==> config.mk <==
export PLATFORM = sky130hd
export DESIGN_NAME = mem_req_arbiter_flat
export DESIGN_NICKNAME = d
export VERILOG_FILES = /design/src/rtl/mem_req_arbiter_if.sv /design/src/rtl/mem_req_arbiter.sv /design/src/flat_wrapper.sv
export SDC_FILE = /design/constraint.sdc
export NUM_CORES = 1
export LEC_CHECK = 0
export CAP_MARGIN = 20
export CORE_AREA = 3 3 150 152
export DETAILED_ROUTE_END_ITERATION = 10
export DIE_AREA = 0 0 153 155
export PLACE_DENSITY_LB_ADDON = 0.08
export SKIP_CTS_REPAIR_TIMING = 1
export SLEW_MARGIN = 5
export SYNTH_ARGS = -nofsm -noshare
export SYNTH_HDL_FRONTEND = slang
export SYNTH_SLANG_ARGS = --single-unit
==> constraint.sdc <==
create_clock -name clock -period 3.88 [get_ports clock]
set_input_delay 0.776 -clock clock [delete_from_list [all_inputs] [get_ports clock]]
set_output_delay 0.776 -clock clock [all_outputs]
set_load 0.05 [all_outputs]
==> src/rtl/mem_req_arbiter_if.sv <==
// Request, memory command and read-return signals shared by mem_req_arbiter and its neighbours.
// slave is the arbiter's view; master is the caches/memory side.
interface mem_req_arbiter_if #(
    parameter int unsigned TAG_W = 4
) ();
    logic             ic_req_valid;
    logic [31:0]      ic_req_addr;
    logic             ic_req_accepted;
    logic [TAG_W-1:0] ic_req_tag;

    logic [1:0]       dc_req_cmd;
    logic [31:0]      dc_req_addr;
    logic [63:0]      dc_req_data;
    logic             dc_req_accepted;
    logic [TAG_W-1:0] dc_req_tag;

    logic [1:0]       mem_cmd;
    logic [31:0]      mem_addr;
    logic [63:0]      mem_wdata;
    logic [TAG_W-1:0] mem_trans_tag;
    logic [63:0]      mem_rdata;
    logic [TAG_W-1:0] mem_rdata_tag;

    logic [TAG_W-1:0] ic_rdata_tag;
    logic [TAG_W-1:0] dc_rdata_tag;
    logic [63:0]      rdata;

    modport slave (
        input  ic_req_valid, ic_req_addr, dc_req_cmd, dc_req_addr, dc_req_data,
        input  mem_trans_tag, mem_rdata, mem_rdata_tag,
        output ic_req_accepted, ic_req_tag, dc_req_accepted, dc_req_tag,
        output mem_cmd, mem_addr, mem_wdata, ic_rdata_tag, dc_rdata_tag, rdata
    );

    modport master (
        output ic_req_valid, ic_req_addr, dc_req_cmd, dc_req_addr, dc_req_data,
        output mem_trans_tag, mem_rdata, mem_rdata_tag,
        input  ic_req_accepted, ic_req_tag, dc_req_accepted, dc_req_tag,
        input  mem_cmd, mem_addr, mem_wdata, ic_rdata_tag, dc_rdata_tag, rdata
    );
endinterface

==> src/rtl/mem_req_arbiter.sv <==
// Shares one memory port between icache and dcache, and steers returning tags to their owner.
// Define MEM_ARB_ROUND_ROBIN_EN for round-robin priority instead of dcache-first with starvation.
module mem_req_arbiter #(
    parameter int unsigned NUM_TAGS     = 15,
    parameter int unsigned TAG_W        = 4,
    parameter int unsigned STARVE_LIMIT = 4
) (
    input logic             clock,
    input logic             reset,
    mem_req_arbiter_if.slave bus
);
    localparam int unsigned NumEntries = 2 ** TAG_W;
    localparam int unsigned OutW       = $clog2(NUM_TAGS + 1);
    localparam logic [OutW-1:0]  OutMax  = OutW'(NUM_TAGS);
    localparam logic [TAG_W-1:0] TagMax  = TAG_W'(NUM_TAGS);
    localparam logic [1:0] CmdNone  = 2'd0;
    localparam logic [1:0] CmdLoad  = 2'd1;
    localparam logic [1:0] CmdStore = 2'd2;

    typedef enum logic [1:0] {OwnFree = 2'd0, OwnIc = 2'd1, OwnDc = 2'd2} owner_e;

    owner_e          owner_q [NumEntries];
    owner_e          owner_d [NumEntries];
    logic [OutW-1:0] outstanding_q, outstanding_d;

`ifdef MEM_ARB_ROUND_ROBIN_EN
    logic last_ic_q, last_ic_d;
`else
    localparam int unsigned StarveW = $clog2(STARVE_LIMIT + 1);
    localparam logic [StarveW-1:0] StarveMax = StarveW'(STARVE_LIMIT);
    logic [StarveW-1:0] starve_q, starve_d;
`endif

    logic loads_blocked, dc_is_load, ic_can, dc_can, ic_prio, ic_win, dc_win;
    logic tag_ok, ic_acc, dc_acc, ret_hit, ret_unowned, alloc_bad;
    logic [TAG_W-1:0] ret_tag, acc_tag;
    owner_e ret_owner;

    logic unused_addr_bits;
    assign unused_addr_bits = ^{bus.ic_req_addr[2:0], bus.dc_req_addr[2:0]};

    always_comb begin
        loads_blocked = (outstanding_q == OutMax);
        dc_is_load    = (bus.dc_req_cmd == CmdLoad);
        ic_can        = bus.ic_req_valid && !loads_blocked;
        // Stores carry no tag ownership, so they bypass the load limit.
        dc_can        = (dc_is_load && !loads_blocked) || (bus.dc_req_cmd == CmdStore);
`ifdef MEM_ARB_ROUND_ROBIN_EN
        ic_prio       = !last_ic_q;
`else
        ic_prio       = (starve_q == StarveMax);
`endif
        ic_win        = ic_can && (ic_prio || !dc_can);
        dc_win        = dc_can && !ic_win;
        acc_tag       = bus.mem_trans_tag;
        tag_ok        = (acc_tag != '0);
        ic_acc        = ic_win && tag_ok;
        dc_acc        = dc_win && tag_ok;

        ret_tag       = bus.mem_rdata_tag;
        ret_owner     = owner_q[ret_tag];
        ret_hit       = (ret_tag != '0) && (ret_owner != OwnFree);
        ret_unowned   = (ret_tag != '0) && (ret_owner == OwnFree);
        alloc_bad     = (ic_acc || (dc_acc && dc_is_load)) &&
                        ((acc_tag > TagMax) ||
                         ((owner_q[acc_tag] != OwnFree) && !(ret_hit && ret_tag == acc_tag)));
    end

    // All outputs are held at zero while reset is asserted.
    always_comb begin
        bus.mem_cmd         = CmdNone;
        bus.mem_addr        = '0;
        bus.mem_wdata       = '0;
        bus.ic_req_accepted = 1'b0;
        bus.ic_req_tag      = '0;
        bus.dc_req_accepted = 1'b0;
        bus.dc_req_tag      = '0;
        bus.ic_rdata_tag    = '0;
        bus.dc_rdata_tag    = '0;
        bus.rdata           = '0;
        if (!reset) begin
            if (ic_win) begin
                bus.mem_cmd  = CmdLoad;
                bus.mem_addr = {bus.ic_req_addr[31:3], 3'b000};
            end else if (dc_win) begin
                bus.mem_cmd   = bus.dc_req_cmd;
                bus.mem_addr  = {bus.dc_req_addr[31:3], 3'b000};
                bus.mem_wdata = bus.dc_req_data;
            end
            bus.ic_req_accepted = ic_acc;
            bus.ic_req_tag      = ic_acc ? acc_tag : '0;
            bus.dc_req_accepted = dc_acc;
            bus.dc_req_tag      = dc_acc ? acc_tag : '0;
            bus.ic_rdata_tag    = (ret_hit && ret_owner == OwnIc) ? ret_tag : '0;
            bus.dc_rdata_tag    = (ret_hit && ret_owner == OwnDc) ? ret_tag : '0;
            bus.rdata           = bus.mem_rdata;
        end
    end

    always_comb begin
        owner_d       = owner_q;
        outstanding_d = outstanding_q;
        if (ret_hit) begin
            owner_d[ret_tag] = OwnFree;
            outstanding_d    = outstanding_d - OutW'(1);
        end
        // Allocation is applied after the free so a reused tag ends up owned.
        if (ic_acc) begin
            owner_d[acc_tag] = OwnIc;
            outstanding_d    = outstanding_d + OutW'(1);
        end else if (dc_acc && dc_is_load) begin
            owner_d[acc_tag] = OwnDc;
            outstanding_d    = outstanding_d + OutW'(1);
        end
    end

`ifdef MEM_ARB_ROUND_ROBIN_EN
    always_comb begin
        last_ic_d = last_ic_q;
        if (ic_acc)      last_ic_d = 1'b1;
        else if (dc_acc) last_ic_d = 1'b0;
    end
`else
    always_comb begin
        starve_d = starve_q;
        if (!bus.ic_req_valid || ic_acc) starve_d = '0;
        else if (dc_acc && starve_q != StarveMax) starve_d = starve_q + StarveW'(1);
    end
`endif

    always_ff @(posedge clock or posedge reset) begin
        if (reset) begin
            for (int i = 0; i < NumEntries; i++) owner_q[i] <= OwnFree;
            outstanding_q <= '0;
`ifdef MEM_ARB_ROUND_ROBIN_EN
            last_ic_q     <= 1'b1;
`else
            starve_q      <= '0;
`endif
        end else begin
            owner_q       <= owner_d;
            outstanding_q <= outstanding_d;
`ifdef MEM_ARB_ROUND_ROBIN_EN
            last_ic_q     <= last_ic_d;
`else
            starve_q      <= starve_d;
`endif
        end
    end

    // Returning a tag nobody owns is a memory protocol error; it is ignored by the logic.
    a_return_owned: assert property (@(posedge clock) disable iff (reset) !ret_unowned)
        else $warning("mem_req_arbiter: return of unowned tag %0d", ret_tag);
    a_alloc_free: assert property (@(posedge clock) disable iff (reset) !alloc_bad)
        else $error("mem_req_arbiter: load accepted with tag %0d already in use", acc_tag);
endmodule

==> src/flat_wrapper.sv <==
// flat-port wrapper written by rule: the top's interface ports become plain ports
module mem_req_arbiter_flat 
#(
    parameter int unsigned NUM_TAGS     = 15,
    parameter int unsigned TAG_W        = 4,
    parameter int unsigned STARVE_LIMIT = 4
)
  (clock, reset, bus_ic_req_valid, bus_ic_req_addr, bus_dc_req_cmd, bus_dc_req_addr, bus_dc_req_data, bus_mem_trans_tag, bus_mem_rdata, bus_mem_rdata_tag, bus_ic_req_accepted, bus_ic_req_tag, bus_dc_req_accepted, bus_dc_req_tag, bus_mem_cmd, bus_mem_addr, bus_mem_wdata, bus_ic_rdata_tag, bus_dc_rdata_tag, bus_rdata);
  mem_req_arbiter_if #(.TAG_W(TAG_W)) bus_i ();
  input logic clock;
  input logic reset;
  input wire logic [$bits(bus_i.ic_req_valid)-1:0] bus_ic_req_valid;
  input wire logic [$bits(bus_i.ic_req_addr)-1:0] bus_ic_req_addr;
  input wire logic [$bits(bus_i.dc_req_cmd)-1:0] bus_dc_req_cmd;
  input wire logic [$bits(bus_i.dc_req_addr)-1:0] bus_dc_req_addr;
  input wire logic [$bits(bus_i.dc_req_data)-1:0] bus_dc_req_data;
  input wire logic [$bits(bus_i.mem_trans_tag)-1:0] bus_mem_trans_tag;
  input wire logic [$bits(bus_i.mem_rdata)-1:0] bus_mem_rdata;
  input wire logic [$bits(bus_i.mem_rdata_tag)-1:0] bus_mem_rdata_tag;
  output wire logic [$bits(bus_i.ic_req_accepted)-1:0] bus_ic_req_accepted;
  output wire logic [$bits(bus_i.ic_req_tag)-1:0] bus_ic_req_tag;
  output wire logic [$bits(bus_i.dc_req_accepted)-1:0] bus_dc_req_accepted;
  output wire logic [$bits(bus_i.dc_req_tag)-1:0] bus_dc_req_tag;
  output wire logic [$bits(bus_i.mem_cmd)-1:0] bus_mem_cmd;
  output wire logic [$bits(bus_i.mem_addr)-1:0] bus_mem_addr;
  output wire logic [$bits(bus_i.mem_wdata)-1:0] bus_mem_wdata;
  output wire logic [$bits(bus_i.ic_rdata_tag)-1:0] bus_ic_rdata_tag;
  output wire logic [$bits(bus_i.dc_rdata_tag)-1:0] bus_dc_rdata_tag;
  output wire logic [$bits(bus_i.rdata)-1:0] bus_rdata;
  assign bus_i.ic_req_valid = bus_ic_req_valid;
  assign bus_i.ic_req_addr = bus_ic_req_addr;
  assign bus_i.dc_req_cmd = bus_dc_req_cmd;
  assign bus_i.dc_req_addr = bus_dc_req_addr;
  assign bus_i.dc_req_data = bus_dc_req_data;
  assign bus_i.mem_trans_tag = bus_mem_trans_tag;
  assign bus_i.mem_rdata = bus_mem_rdata;
  assign bus_i.mem_rdata_tag = bus_mem_rdata_tag;
  assign bus_ic_req_accepted = bus_i.ic_req_accepted;
  assign bus_ic_req_tag = bus_i.ic_req_tag;
  assign bus_dc_req_accepted = bus_i.dc_req_accepted;
  assign bus_dc_req_tag = bus_i.dc_req_tag;
  assign bus_mem_cmd = bus_i.mem_cmd;
  assign bus_mem_addr = bus_i.mem_addr;
  assign bus_mem_wdata = bus_i.mem_wdata;
  assign bus_ic_rdata_tag = bus_i.ic_rdata_tag;
  assign bus_dc_rdata_tag = bus_i.dc_rdata_tag;
  assign bus_rdata = bus_i.rdata;
  mem_req_arbiter #(.NUM_TAGS(NUM_TAGS), .TAG_W(TAG_W), .STARVE_LIMIT(STARVE_LIMIT)) u_core (.clock(clock), .reset(reset), .bus(bus_i));
endmodule
==> flow_metrics.tcl <==
set metrics [dict create \
    regArea_sq_um 976 \
    reg2reg_depth 7 \
    dp_slack_ps 15.6 \
    clk_latency_ps 280 \
    dr.pass1.iters 4 \
    wl_mm 22.0 \
    numPortBuffers 375 \
    crit_family "buffers and inverters" \
    p_per_area_mw_per_mm2 327 \
    crit_start "bus_mem_rdata_tag[0]" \
    fin_crit_sh 0.981 \
    place_hpwl_mm 18.8 \
    outcome "completed" \
    crit_slowest_cell "mux4_2" \
    critPathMostFrequentCell "buf_12" \
    core-area_sq_mm 0.0212 \
    period_needed_ps 3810 \
    p_total_w 0.00300 \
    vias 4776 \
    placed_area_sq_mm 0.00896 \
    routedWlPerCell_um 20.1 \
    synth_top_area_frac 0.260 \
    rsz0062_at_grt "true" \
    crit_buf_inv 3 \
    required_ps 3100 \
    n_antenna_cell 0 \
    ys.flop_type "dfrtp_1" \
    avgSynthCellArea_sq_um 8.26 \
    boundaryPins 385 \
    netlist_area_sq_mm 0.00375 \
    cts-htree-levels 2 \
    maxCapViolations 0 \
    drc_errors 0 \
    dp.cells 1086 \
    cpPeakStageDelay_ps 540 \
    final_cells 1094 \
    grt_max_degree 85 \
    cts_tree "done" \
    fmax_mhz 263 \
    synthMostInstantiatedCell "and2_1" \
    die_w_um 153 \
    cts_root_buf "clkbuf_16" \
    async_flop_share 1.00 \
    dieHeight_um 155 \
    whs_ps 384 \
    path_cells "clkdlybuf4s50_1 -> buf_12 -> mux4_2 -> a22oi_2 -> nand3_4 -> nor4b_4 -> and2_1 -> buf_12" \
    multiInputGateArea_sq_mm 0.00261 \
    tightest_slew_ps 798 \
    cts.sinks 39 \
    critPathMaxFanout 18 \
    yosysWarnings 0 \
    numCtsBuffers 5 \
    via_per_inst 4.37 \
    start_kind "input pin" \
    syn_to_final_growth_pct 144 \
    fin_worst_skew_ps 3.45 \
    drv_slew 0 \
    grt_pass1_wl_mm 32.1 \
    fp.dieArea_sq_mm 0.0237 \
    clk_pin_slew_worst_paths_ps 50 \
    setup_viol 0 \
    ir_worst_vdd_v 0.000244 \
    worstSetupPathType "input pin to primary output" \
    synth_edf_count 0 \
    crit_cells 8 \
    arrival_ps 3030 \
    grt_use_total 0.175 \
    grt_overflow 0 \
    grt_pass1_vias 5071 \
    antenna_found_initial 0 \
    design_area_sq_mm 0.00916 \
    gp_congestion 0.858 \
    postSynthCellCount 454 \
    hold_viol_final 0 \
    fp-row-count 53 \
    initial_core_util 0.177 \
    worst_slack_ps 72.4 \
    leakage_nw 3.58 \
    synth_top_cell_by_area "dfrtp_1" \
    ys_types 54 \
    synth-seq-cells 39 \
    worstReg2RegStart "u_core.owner_q[25]$_DFF_PP0_" \
    nets 1027 \
    num-fill-cells 1987 \
    post_route_cells_drive_above_1_share 0.198 \
    end_kind "primary output" \
    hp-class "register to register" \
    drt_iter0_markers 235 \
    ant_nets 0 \
    clock_path_buffers 2 \
    seq_area_frac_synth 0.260 \
    synth.top_cells.by_count "and2_1, nor2b_1, dfrtp_1" \
    hold_depth 0 \
    yosys-top-cells-area "dfrtp_1, and2_1, nor2b_1" \
    slew_headroom 0.464 \
]
sequential cells by signal (all words and copies together) (netlist names), named ones only:
name	cells
u_core.starve_q	3
u_core.outstanding_q	4
u_core.owner_q	30
through the flow:
stage           util  TNS (ps)
2_1_floorplan      -         0
3_3_place_gp   0.423         0
3_5_place_dp   0.423         0
4_1_cts        0.432         0
5_1_grt        0.433     -98.2
6_report       0.433         0
power breakdown:
group | internal, W | switching [W] | total [W]
clock | 0.000369 | 0.000159 | 0.000528
sequential | 0.000554 | 0.000104 | 0.000658
combinational | 0.000875 | 0.000936 | 0.00181
routing by layer:
layer  vias up  global-route usage  routed length [um]
li1       2291                   -                   -
met1      2291               0.201                8090
met2       182               0.333               12100
met3        12              0.0490                1630
met4         0              0.0191                 120
met5         -                   0                   0
final cells by class:
cell class | instances | area share
Timing Repair Buffer | 394 | 0.548
Multi-Input combinational cell | 373 | 0.285
Sequential cell | 39 | 0.107
Tap cell | 275 | 0.0376
Clock buffer | 6 | 0.0141
Clock inverter | 2 | 0.00655
Inverter | 5 | 0.00205
worst paths after layout:
| path | end | slack (ps) |
|---|---|---|
| setup / recovery | bus_ic_rdata_tag[1] | 70 |
| min in group asynchronous | u_core.starve_q[0]$_DFFE_PP0P_ | 730 |
| setup reg to reg | u_core.owner_q[15]$_DFF_PP0_ | 1570 |
| hold reg to reg | register | 380 |
| max in group asynchronous | u_core.owner_q[25]$_DFF_PP0_ | 2360 |
| hold / removal | register | 380 |
placed cells by master (no fill, tap or decap), drive strengths merged, types with 2 or more instances in the layout:
cell type      instances
nor2                  22
a21boi                 4
nand2                 29
conb                   3
clkbuf                 6
o211ai                 6
nor4                   3
a21oi                 13
mux4                   8
clkdlybuf4s50        261
o31ai                  4
o311ai                 3
nand3                  9
nor3b                  3
bufinv                 2
ha                     4
mux2i                  5
dfrtp                 39
nor3                   9
o221ai                 4
a32o                   4
o41ai                  2
xnor2                  8
a22oi                  2
buf                  133
nor4b                  3
and2                  78
or4                    2
nand2b                 8
xor2                   3
nor2b                 70
and3                   5
nand3b                 2
o21ai                 21
a22o                  28
or2                    2
inv                    5
kinds of logic after synthesis:
group                    share of synthesized area
multiplexers                                0.0614
XOR/XNOR                                    0.0257
AO/OA/AOI/OAI                                0.194
flip-flops                                   0.260
other                                      0.00100
AND/OR/NAND/NOR                              0.393
buffers and inverters                       0.0517
adder cells (fa/ha/maj)                     0.0134
No activity file was read; power rests on OpenSTA's default activity.
